==> src/rtl/keypoint_scan_ctrl.sv <==
// Scans the interior of a stored 3-level DoG frame, reading each 3x3x3 neighbourhood
// and emitting a record for every centre that is a strict local minimum or maximum.
module keypoint_scan_ctrl #(
  parameter int unsigned N          = 450,
  parameter int unsigned M          = 600,
  parameter int unsigned AW         = 19,
  parameter int unsigned SIGNED_CMP = 0
) (
  input  logic          clk,
  input  logic          rst_n,
  input  logic          start,
  output logic          busy,
  output logic          done,
  output logic          rd_en,
  output logic [AW-1:0] rd_addr,
  input  logic [15:0]   rd_data1,
  input  logic [15:0]   rd_data2,
  input  logic [15:0]   rd_data3,
  output logic          out_valid,
  input  logic          out_ready,
  output logic [AW-1:0] out_addr,
  output logic [1:0]    out_type,
  output logic [19:0]   kp_count
);

  localparam int unsigned RW    = $clog2(N);
  localparam int unsigned CW    = $clog2(M);
  localparam int unsigned R_MAX = N - 2;
  localparam int unsigned C_MAX = M - 2;

  typedef enum logic [2:0] {IDLE, FETCH, LAST, EVAL, EMIT, DONE} state_t;

  state_t        state;
  logic [RW-1:0] r, nr;
  logic [CW-1:0] c, nc;
  logic [3:0]    t;
  logic          last_centre;
  logic          is_min, is_max, advance;
  logic          cap_en;
  logic [3:0]    cap_idx;
  logic [15:0]   w1 [9];
  logic [15:0]   w2 [9];
  logic [15:0]   w3 [9];

  function automatic logic less(input logic [15:0] a, input logic [15:0] b);
    if (SIGNED_CMP != 0) return $signed(a) < $signed(b);
    else                 return a < b;
  endfunction

  // Address of read k within the 3x3 window centred on (row, col), row-major.
  function automatic logic [AW-1:0] win_addr(input logic [RW-1:0] row,
                                             input logic [CW-1:0] col,
                                             input logic [3:0]    k);
    int unsigned ri, ci;
    ri = 32'(row) - 32'd1 + 32'(k) / 32'd3;
    ci = 32'(col) - 32'd1 + 32'(k) % 32'd3;
    return AW'(ri * M + ci);
  endfunction

  // Centre sample against the 26 neighbours across the three levels.
  always_comb begin
    is_min = 1'b1;
    is_max = 1'b1;
    for (int unsigned i = 0; i < 9; i++) begin
      if (!less(w2[4], w1[4'(i)])) is_min = 1'b0;
      if (!less(w1[4'(i)], w2[4])) is_max = 1'b0;
      if (!less(w2[4], w3[4'(i)])) is_min = 1'b0;
      if (!less(w3[4'(i)], w2[4])) is_max = 1'b0;
      if (i != 4) begin
        if (!less(w2[4], w2[4'(i)])) is_min = 1'b0;
        if (!less(w2[4'(i)], w2[4])) is_max = 1'b0;
      end
    end
  end

  always_comb begin
    nr          = r;
    nc          = c;
    last_centre = 1'b0;
    if (c < CW'(C_MAX)) begin
      nc = c + CW'(1);
    end else if (r < RW'(R_MAX)) begin
      nc = CW'(1);
      nr = r + RW'(1);
    end else begin
      last_centre = 1'b1;
    end
  end

  assign advance = ((state == EVAL) && !(is_min || is_max)) ||
                   ((state == EMIT) && out_ready);
  assign cap_en  = ((state == FETCH) && (t != 4'd0)) || (state == LAST);
  assign cap_idx = (state == LAST) ? 4'd8 : (t - 4'd1);

  // Read data lags rd_en by one cycle, so capture index trails the fetch counter.
  always_ff @(posedge clk) begin
    if (cap_en) begin
      w1[cap_idx] <= rd_data1;
      w2[cap_idx] <= rd_data2;
      w3[cap_idx] <= rd_data3;
    end
  end

  always_ff @(posedge clk or negedge rst_n) begin
    if (!rst_n) begin
      state     <= IDLE;
      busy      <= 1'b0;
      done      <= 1'b0;
      rd_en     <= 1'b0;
      rd_addr   <= '0;
      out_valid <= 1'b0;
      out_addr  <= '0;
      out_type  <= 2'b00;
      kp_count  <= '0;
      r         <= RW'(1);
      c         <= CW'(1);
      t         <= 4'd0;
    end else begin
      done <= 1'b0;
      unique case (state)
        IDLE: if (start) begin
          r        <= RW'(1);
          c        <= CW'(1);
          t        <= 4'd0;
          kp_count <= '0;
          busy     <= 1'b1;
          rd_en    <= 1'b1;
          rd_addr  <= win_addr(RW'(1), CW'(1), 4'd0);
          state    <= FETCH;
        end
        FETCH: begin
          if (t == 4'd8) begin
            rd_en <= 1'b0;
            state <= LAST;
          end else begin
            t       <= t + 4'd1;
            rd_addr <= win_addr(r, c, t + 4'd1);
          end
        end
        LAST: state <= EVAL;
        EVAL: if (is_min || is_max) begin
          state     <= EMIT;
          out_valid <= 1'b1;
          out_addr  <= AW'(32'(r) * M + 32'(c));
          out_type  <= is_min ? 2'b01 : 2'b10;
        end
        EMIT: if (out_ready) begin
          out_valid <= 1'b0;
          if (kp_count != '1) kp_count <= kp_count + 20'd1;
        end
        DONE:    state <= IDLE;
        default: state <= IDLE;
      endcase
      // Step to the next interior centre, or finish after the last one.
      if (advance) begin
        if (last_centre) begin
          state <= DONE;
          done  <= 1'b1;
          busy  <= 1'b0;
        end else begin
          r       <= nr;
          c       <= nc;
          t       <= 4'd0;
          rd_en   <= 1'b1;
          rd_addr <= win_addr(nr, nc, 4'd0);
          state   <= FETCH;
        end
      end
    end
  end

endmodule

==> config.mk <==
export PLATFORM = sky130hd
export DESIGN_NAME = keypoint_scan_ctrl
export DESIGN_NICKNAME = d
export VERILOG_FILES = /design/src/rtl/keypoint_scan_ctrl.sv
export SDC_FILE = /design/constraint.sdc
export NUM_CORES = 1
export LEC_CHECK = 0
export CAP_MARGIN = 10
export CORE_AREA = 3 3 273 195
export CTS_CLUSTER_DIAMETER = 30
export CTS_CLUSTER_SIZE = 12
export DETAILED_ROUTE_END_ITERATION = 8
export DIE_AREA = 0 0 276 198
export PLACE_DENSITY = 0.91
export SYNTH_ARGS = -nofsm -noshare
export SYNTH_HDL_FRONTEND = slang
export SYNTH_SLANG_ARGS = --single-unit
==> constraint.sdc <==
create_clock -name clk -period 20.1 [get_ports clk]
set_clock_uncertainty 0.1 [all_clocks]
set_input_delay 3.015 -clock clk [delete_from_list [all_inputs] [get_ports clk]]
set_output_delay 3.015 -clock clk [all_outputs]
set_load 0.1 [all_outputs]
# == After elaboration in Yosys (flattened, before gate mapping) ==
# Memories as Yosys holds them, arrays and structs flattened.
# Cells that the tools add are included.
# word_totals
memories,3
ff_bits,90
output_inout_bits,64
input_bits,52
word_cells,221
mem_bits_rw,432
# op_classes
muxes,104
div,2
magnitude_cmp,54
mul,3
n_addsub,14
n_eq_ne,14
reduce_logical,15
# mem_list
memory,words,word_bits,rd,rd_clocked_by_memory_dff,wr,line_no,rtl
w1,9,16,9,0,1,41,logic [15:0] w1 [9];
w2,9,16,9,0,1,42,logic [15:0] w2 [9];
w3,9,16,9,0,1,43,logic [15:0] w3 [9];
# op_table
op,count
< comparator 16 bit,52
2-to-1 mux 19 bit,4
2-to-1 mux 1 bit,68
"multiplier 32 x 7 -> 16 bit, second input constant",2
2-to-1 mux 10 bit,6
2-to-1 mux 20 bit,3
adder 19 bit,3
2-to-1 mux 9 bit,6
case mux 20 bit (2 select lines),1
case mux 19 bit (2 select lines),1
adder 32 bit,1
"divider 4 x 2 -> 32 bit, second input constant",1
"remainder unit 4 x 2 -> 32 bit, second input constant",1
"subtractor 10 x 1 -> 11 bit, second input constant",2
"adder 20 x 1 -> 20 bit, second input constant",1
2-to-1 mux 4 bit,5
"inequality test 20 bit, second input constant",1
"subtractor 9 x 1 -> 10 bit, second input constant",2
adder 19 x 10 -> 19 bit,1
"multiplier 9 x 7 -> 16 bit, second input constant",1
2-to-1 mux 3 bit,5
case mux 3 bit (5 select lines),1
"adder 10 x 1 -> 10 bit, second input constant",1
"< comparator 10 bit, second input constant",1
24 further kinds,36

# == Longest topological paths before layout ==
# Gate-level depths: netlist of the first run.
# An unclocked memory read counts as a cell.
# depth
ltp_word,34
depth_mapped,44
depth_no_buf,42

# == Worst setup path before layout of the first run ==
# No wires, ideal clock.
# synth_timing
path_type,register to register
from,register t[0]
to,register rd_addr[17]
synth_period_minus_slack_ns,9.232
path_buffers,2
setup_ns,0.132
arrival_time_ns,9.000
required_ns,19.868
slack_ns,10.868
path_stages_with_launch,43
path_cell_list,dfrtp_1 > buf_2 > nand3_1 > xnor2_1 > nor2_1 > ha_1 > ha_1 > buf_1 > a21oi_1 > nand2_1 > xor2_1 > ha_1 > a2111oi_4 > nand3_1 > ha_1 > fa_1 > a21oi_1 > nor4_1 > (+7 left out) > inv_1 > fa_1 > inv_1 > ha_1 > nand2_1 > a21oi_1 > a41o_1 > nor4_1 > nor3_1 > xnor2_1 > fa_1 > inv_1 > ha_1 > a21oi_1 > o21ai_0 > xor2_1 > a221oi_1 > a21oi_1
# synth_between
elab_chain_len,9
elab_cells_between_ends,12
classes_between,add/sub: 4; mul: 1; div: 2; eq/ne: 1; mux: 4
# synth_rtl
element,line_no,rtl
"start, declared",36,logic [3:0] t;
"start signal, assigned",136,t <= t + 4'd1;
adder 4 x 1 -> 4 bit,137,"rd_addr <= win_addr(r, c, t + 4'd1);"
divider 4 x 2 -> 32 bit,55,ri = 32'(row) - 32'd1 + 32'(k) / 32'd3;
adder 32 bit,55,
multiplier 32 x 7 -> 16 bit,57,return AW'(ri * M + ci);
adder 19 bit,57,
2-to-1 mux 19 bit (*),132,if (t == 4'd8) begin
case mux 19 bit (2 select lines) (*),120,unique case (state)
2-to-1 mux 19 bit,156,if (last_centre) begin
2-to-1 mux 19 bit (*),155,if (advance) begin
"end signal, assigned",128,"rd_addr <= win_addr(RW'(1), CW'(1), 4'd0);"
"end signal, assigned",137,
"end signal, assigned",165,"rd_addr <= win_addr(nr, nc, 4'd0);"
"end, declared",15,"output logic [AW-1:0] rd_addr,"
# Every way passes the cells marked *; elsewhere a longest branch is shown, timed or not.
# A chain may end at the register's enable or synchronous reset.

# == Worst setup path in the final report of the first run ==
# layout_timing
from,register t[0]
to,register rd_addr[18]
# Same word-level chain as after synthesis.

==> metrics.md, run 1 <==
| Metric | Value |
|---|---|
| Status | finished clean |
| HPWL after detailed placement | 68200 um |
| Drt via density | 6.87 |
| Number of flops mapped to enable cells by yosys | 432 |
| GRT Util Overall | 36.7% |
| Hold_buf cts | 0 |
| Final ANT Viol Nets | 0 |
| Clk Tree Root Cell | clkbuf_16 |
| Cts repair resizes | 0 |
| Total Nets Final | 3891 |
| DR DRC count | 0 |
| Gpl congestion | 0.947 |
| Max-cap viol count | 0 |
| Global-route wire length before repair | 155000 um |
| Slew @ Worst Pin | 1.10 ns |
| Final Critical Period | 10.98 ns |
| Final instance area | 0.0398 mm2 |
| Crit path max fanout | 10 |
| Async S/R FF share, synth | 17.2% |
| Drt first-iter violations | 3284 |
| Crit end category | flop |
| Worst-path clk slew | 0.05 ns |
| Yosys top cell by area | edfxtp_1 |
| Register area share after synthesis | 44.2% |
| CTS Buf Count | 93 |
| Synthesized net count | 3693 |
| # IOs | 116 |
| Fillers | 2869 |
| Post-DP Area | 0.0365 mm2 |
| Ys Warns | 0 |
| Pre-Repair DR Iteration Count | 6 |
| RSZ-0062 raised after global routing | false |
| CP max stage delay | 0.56 ns |
| Synth Cell Area | 0.0344 mm2 |
| CP startpoint kind | flop |
| Post-Route WL | 101000 um |
| Final Cycle Share | 54.6% |
| Syn Inst Count | 2987 |
| Congestion Overflow GR | 0 |
| CTS tree | built |
| LEAKAGE | 0.0170 uW |
| Die Wd | 276 um |
| Layout cells sized above 1 | 7.47% |
| Hold Path Class | reg2reg |
| WL/cell | 25.7 um |
| Vias in the first global route | 28000 |
| Clock sink count | 522 |
| VDD IR max | 0.000324 V |
| CORE AREA | 0.0506 mm2 |
| PD cells | 195 mW/mm2 |
| Register bit total from synthesis | 522 |
| CTS H-tree lvls | 3 |
| Top cell type's share of synthesized area | 37.7% |
| Yosys cell types | 92 |
| Slew Limit Fails | 0 |
| Highest clock rate | 0.0911 GHz |
| Setup_tns | 0 ns |
| Max Root-Sink Buffers | 3 |
| Arr. time, crit path | 11.36 ns |
| Cell mode on critical path | ha_1 |
| CP Data Required Time | 20.48 ns |
| Final setup vio count | 0 |
| Die Ht | 198 um |
| Initial antenna violation count | 2 |
| Ys flop type | edfxtp_1 |
| Layout area overhead | 15.6% |
| Initial Util | 68.1% |
| Setup bufs post-CTS | 0 |
| Row count | 69 |
| Critical path class | reg2reg |
| Max_slew headroom | 26.6% |
| Syn Area/Cell | 11.5 um2 |
| Final-report hold violation count | 0 |
| IO Port Bufs | 115 |
| Die area | 0.0546 mm2 |
| Slowest CP cell | dfrtp_1 |
| Area contributors post-synth | edfxtp_1 (38%), ha_1 (22%), dfrtp_1 (6.4%) |
| Via count | 27100 |
| Worst-skew pair later-pin latency | 0.65 ns |
| Pin count of the biggest net entering global routing | 64 |
[cell type report]
cell class                 count  area [um2]  area share [%]
clock buffer                 110        2540            6.38
clock inverter                65         711            1.79
multi-input combinational   2139       18000            45.3
timing repair buffer         145        1370            3.45
tap                          674         843            2.12
antenna                        3        7.51          0.0189
sequential                   522       15200            38.3
inverter                     284        1070            2.68
[cell families (layout without fill, tap and decap cells)]
group,Yosys count,after routing,share of synthesized area [%]
DFF,522,522,44.2
xor gates and xnor gates,145,145,3.77
buffers and inverters,326,604,3.67
adders and majority gates,654,654,25.1
and+or+nand+nor,721,721,10.9
other,0,3,0
muxes,19,19,0.578
AOI/OAI and AO/OA,600,600,11.7
[per-stage QoR]
stage / total power, uW / setup slack, ns / hold slack [ns] / util (%) / std cells
2_1_floorplan: 4820 / 10.87 / 0.460 / - / 2987
3_3_place_gp: 5740 / 9.85 / 0.351 / 72.2 / 3764
3_5_place_dp: 5960 / 9.45 / 0.364 / 72.2 / 3764
4_1_cts: 7660 / 9.40 / 0.377 / 78.7 / 3939
5_1_grt: 8280 / 8.47 / 0.415 / 78.7 / 3939
6_report: 7760 / 9.12 / 0.381 / 78.7 / 3942
[placed cells by master, fill, tap and decap left out, types with 70 or more instances in the layout]
master | netlist | final
a21oi_1 | 160 | 159
clkbuf_16 | 0 | 98
clkdlybuf4s50_1 | 0 | 114
dfrtp_1 | 88 | 88
edfxtp_1 | 432 | 432
ha_1 | 592 | 592
inv_1 | 283 | 281
nand2_1 | 141 | 141
nand3_1 | 70 | 70
nand4_1 | 85 | 85
nor2_1 | 157 | 153
o21ai_0 | 134 | 133
xnor2_1 | 85 | 85
[worst paths after layout]
| kind | start | endpoint | slack [ns] | cells after the start |
|---|---|---|---|---|
| hold reg to reg | out_valid$_DFFE_PN0P_ | out_valid$_DFFE_PN0P_ | 0.38 | 2 |
| min in group asynchronous | rst_n | c[5]$_DFF_PN0_ | 2.22 | 1 |
| hold / removal | out_valid$_DFFE_PN0P_ | out_valid$_DFFE_PN0P_ | 0.38 | 2 |
| setup / recovery | t[0]$_DFF_PN0_ | rd_addr[18]$_DFF_PN0_ | 9.12 | 41 |
| max in group asynchronous | rst_n | kp_count[2]$_DFFE_PN0P_ | 16.46 | 2 |
| setup reg to reg | t[0]$_DFF_PN0_ | rd_addr[18]$_DFF_PN0_ | 9.12 | 41 |
[metal layers]
layer,GRT usage [%],vias up,part of all wire (%),wire length [um]
li1,-,11700,-,-
met1,49.2,13100,39,39900
met2,56.2,1903,43,43900
met3,10.4,418,13,12900
met4,16.6,0,4.6,4700
met5,0,-,0,0
[worst max-delay path, delay by kind of cell, from the launching register on]
family          cells  cell delay [ns]
buf+inv             3             0.15
flops               1             0.56
simple gates        9             1.84
compound gates     12             2.12
xor+xnor            5             1.59
fa+ha+maj          12             4.45
[Yosys cell counts, drive strengths merged (6+ instances only)]
cell     number
a21o         48
nor2b        26
nand2       142
nor2        157
nand4        85
nand3        70
nand3b        7
fa           62
a211o        21
a22oi        10
a21boi        9
mux2i        12
nand2b       29
or3          19
and2          6
clkbuf       24
nor3b         7
dfrtp        88
and3         32
a2111oi      13
or4           8
o31ai        11
xor2         58
a21oi       160
a221oi       18
mux2          7
nor3         60
a211oi       33
xnor2        85
edfxtp      432
a31oi        16
o211ai       17
inv         283
o21bai       15
nor4         30
or2          10
ha          592
o21a         26
buf          18
and4         22
a221o         9
o21ai       137
[report_power, final]
group          switching [uW]  internal (uW)
Combinational            2800           1770
Sequential                102           1470
Clock                     579           1040
Total                    3480           4280
[flip-flops by register name (all words and copies together) (netlist names)]
| signal | count |
|---|---|
| w1 | 144 |
| w2 | 144 |
| w3 | 144 |
| kp_count | 20 |
| out_addr | 19 |
| rd_addr | 19 |
| c | 10 |
| r | 9 |
| t | 4 |
| state | 3 |
| out_type | 2 |
| busy | 1 |
| done | 1 |
| out_valid | 1 |
| rd_en | 1 |
Note: power is estimated with default switching activity, not from simulation.
==> run 2: changes to the inputs <==
Settings changed: CORE_AREA 3 3 273 195 to 3 3 284 202, DIE_AREA 0 0 276 198 to 0 0 287 205, PLACE_DENSITY 0.91 to 0.85.
Clock period 20.1 ns to 10.1 ns, I/O delays scaled along.
==> run 2 against run 1 <==
Against the previous run:
- setup slack lost 8.6 ns
- worst hold slack worse by 0.0043 ns
- routed wire length shrank 6.0%
==> metrics.md, run 2 (synthesis results as in run 1) <==
| Metric | Value |
|---|---|
| Layout cells sized above 1 | 8.06% |
| WL/cell | 23.8 um |
| Max-cap viol count | 0 |
| LEAKAGE | 0.0171 uW |
| Most common cell after layout, fill and taps aside | ha_1 |
| PD cells | 378 mW/mm2 |
| CTS H-tree lvls | 3 |
| Die Ht | 205 um |
| GRT Util Overall | 32.6% |
| Sw Ratio | 44.3% |
| Biggest registers after layout | w1 (144), w2 (144), w3 (144) |
| HPWL after detailed placement | 67700 um |
| Drt via density | 6.49 |
| Row count | 72 |
| Critical path class | reg2reg |
| Hold Path Class | reg2reg |
| Cell-internal power | 8400 uW |
| Drt first-iter violations | 3220 |
| Pre-Repair DR Iteration Count | 6 |
| Clock power share | 20.2% |
| Switching power | 6680 uW |
| Sequential share of power | 20.7% |
| Max_slew headroom | 27.0% |
| CTS tree | built |
| Tot Pwr | 15100 uW |
| Crit end category | flop |
| Clk Tree Root Cell | clkbuf_16 |
| Logic pwr share | 59.0% |
| Vias in the first global route | 26500 |
| Total Nets Final | 3904 |
| Most frequent cells in the layout | ha_1 (591), edfxtp_1 (432), inv_1 (281) |
| Slowest CP cell | fa_1 |
| CTS Buf Count | 92 |
| Slew @ Worst Pin | 1.09 ns |
| Layout area overhead | 15.8% |
| Die area | 0.0588 mm2 |
| CP Data Required Time | 10.46 ns |
| Die Wd | 287 um |
| Initial antenna violation count | 2 |
| # IOs | 116 |
| Setup_tns | 0 ns |
| Highest clock rate | 0.104 GHz |
| Via count | 26100 |
| CP delay by family, top | adder cells |
| WP buf/inv | 4 |
| Final Critical Period | 9.60 ns |
| Clock sink count | 522 |
| Status | finished clean |
| Final Cycle Share | 95.1% |
| VDD IR max | 0.000550 V |
| CP max stage delay | 0.54 ns |
| IO Port Bufs | 115 |
| Pin count of the biggest net entering global routing | 69 |
| Slew Limit Fails | 0 |
| Max Root-Sink Buffers | 3 |
| CORE AREA | 0.0550 mm2 |
| Initial Util | 62.7% |
| CP startpoint kind | flop |
| Worst-skew pair later-pin latency | 0.65 ns |
| DR DRC count | 0 |
| Global-route wire length before repair | 148000 um |
| Gpl congestion | 0.961 |
| Arr. time, crit path | 9.96 ns |
| Final setup vio count | 0 |
| Congestion Overflow GR | 0 |
| Final-report hold violation count | 0 |
| Crit path max fanout | 8 |
| Final ANT Viol Nets | 0 |
| Cell mode on critical path | ha_1 |
| Post-Route WL | 95400 um |
| Worst-path clk slew | 0.05 ns |
run 2: changes by cell type in the layout (fill, tap and decap cells not counted), sizes merged:
cell,previous run,this run
clkinvlp,11,8
buf,31,45
clkinv,39,41
diode,3,1
bufinv,10,8
clkbuf,110,108
run 2: worst min-delay path: stages, from the launching register on:
cell	delay, ns
dfrtp_1	0.35
nand2_1	0.05
nand2_1	0.05
run 2: layout make-up:
| type | count | area, um2 |
|---|---|---|
| antenna | 1 | 2.50 |
| multi-input combinational | 2139 | 18100 |
| clock inverter | 62 | 657 |
| fill | 3578 | 15100 |
| tap | 740 | 926 |
| sequential | 522 | 15200 |
| clock buffer | 108 | 2410 |
| inverter | 284 | 1070 |
| timing repair buffer | 159 | 1490 |
run 2: per-layer routing:
metal	wire [um]	up-vias	track usage (%)	share of wire (%)
li1	-	11700	-	-
met1	40400	12600	46.9	42
met2	40500	1444	48.5	43
met3	11200	281	8.11	12
met4	3220	2	10.8	3.4
met5	13	-	0	0.014
run 2: path summary, 6_finish.rpt:
| path | slack (ns) | endpoint | from | cells past startpoint |
|---|---|---|---|---|
| max | 0.50 | rd_addr[18]$_DFF_PN0_ | t[0]$_DFF_PN0_ | 43 |
| min | 0.38 | out_type[0]$_DFFE_PN0P_ | out_type[0]$_DFFE_PN0P_ | 2 |
| max reg2reg | 0.50 | rd_addr[18]$_DFF_PN0_ | t[0]$_DFF_PN0_ | 43 |
| min reg2reg | 0.38 | out_type[0]$_DFFE_PN0P_ | out_type[0]$_DFFE_PN0P_ | 2 |
| max in group asynchronous | 7.91 | t[0]$_DFF_PN0_ | rst_n | 2 |
| min in group asynchronous | 0.72 | r[1]$_DFF_PN0_ | rst_n | 1 |
run 2: what timing repair did:
action / CTS / global route
endpoints found under the setup margin: 2 / 6
setup buffers: 1 / 6
hold buffers: 0 / 0
gates resized for setup: 1 / 11
pin swaps: 1 / 3
run 2: stage by stage:
step / setup slack, ns / instance area, um2 / hold WS (ns) / utilization, % / std cells
CTS: 0.0234 / 39800 / 0.371 / 72.4 / 4008
detailed placement: -0.00399 / 36700 / 0.359 / 66.7 / 3837
floorplan: 0.868 / 34400 / 0.460 / - / 2987
finish: 0.495 / 39900 / 0.376 / 72.6 / 4015
global route: -0.0534 / 39900 / 0.407 / 72.6 / 4014
global placement: 0.255 / 36700 / 0.352 / 66.7 / 3837
run 2: power by group through the flow:
stage                     clock, uW  sequential, uW  combinational [uW]
after global placement            0            3120                8260
final                          3050            3120                8900
after global routing           3180            3150                9910
after CTS                      3070            3120                8720
after floorplan                   0            3420                6180
after detailed placement          0            3150                8600
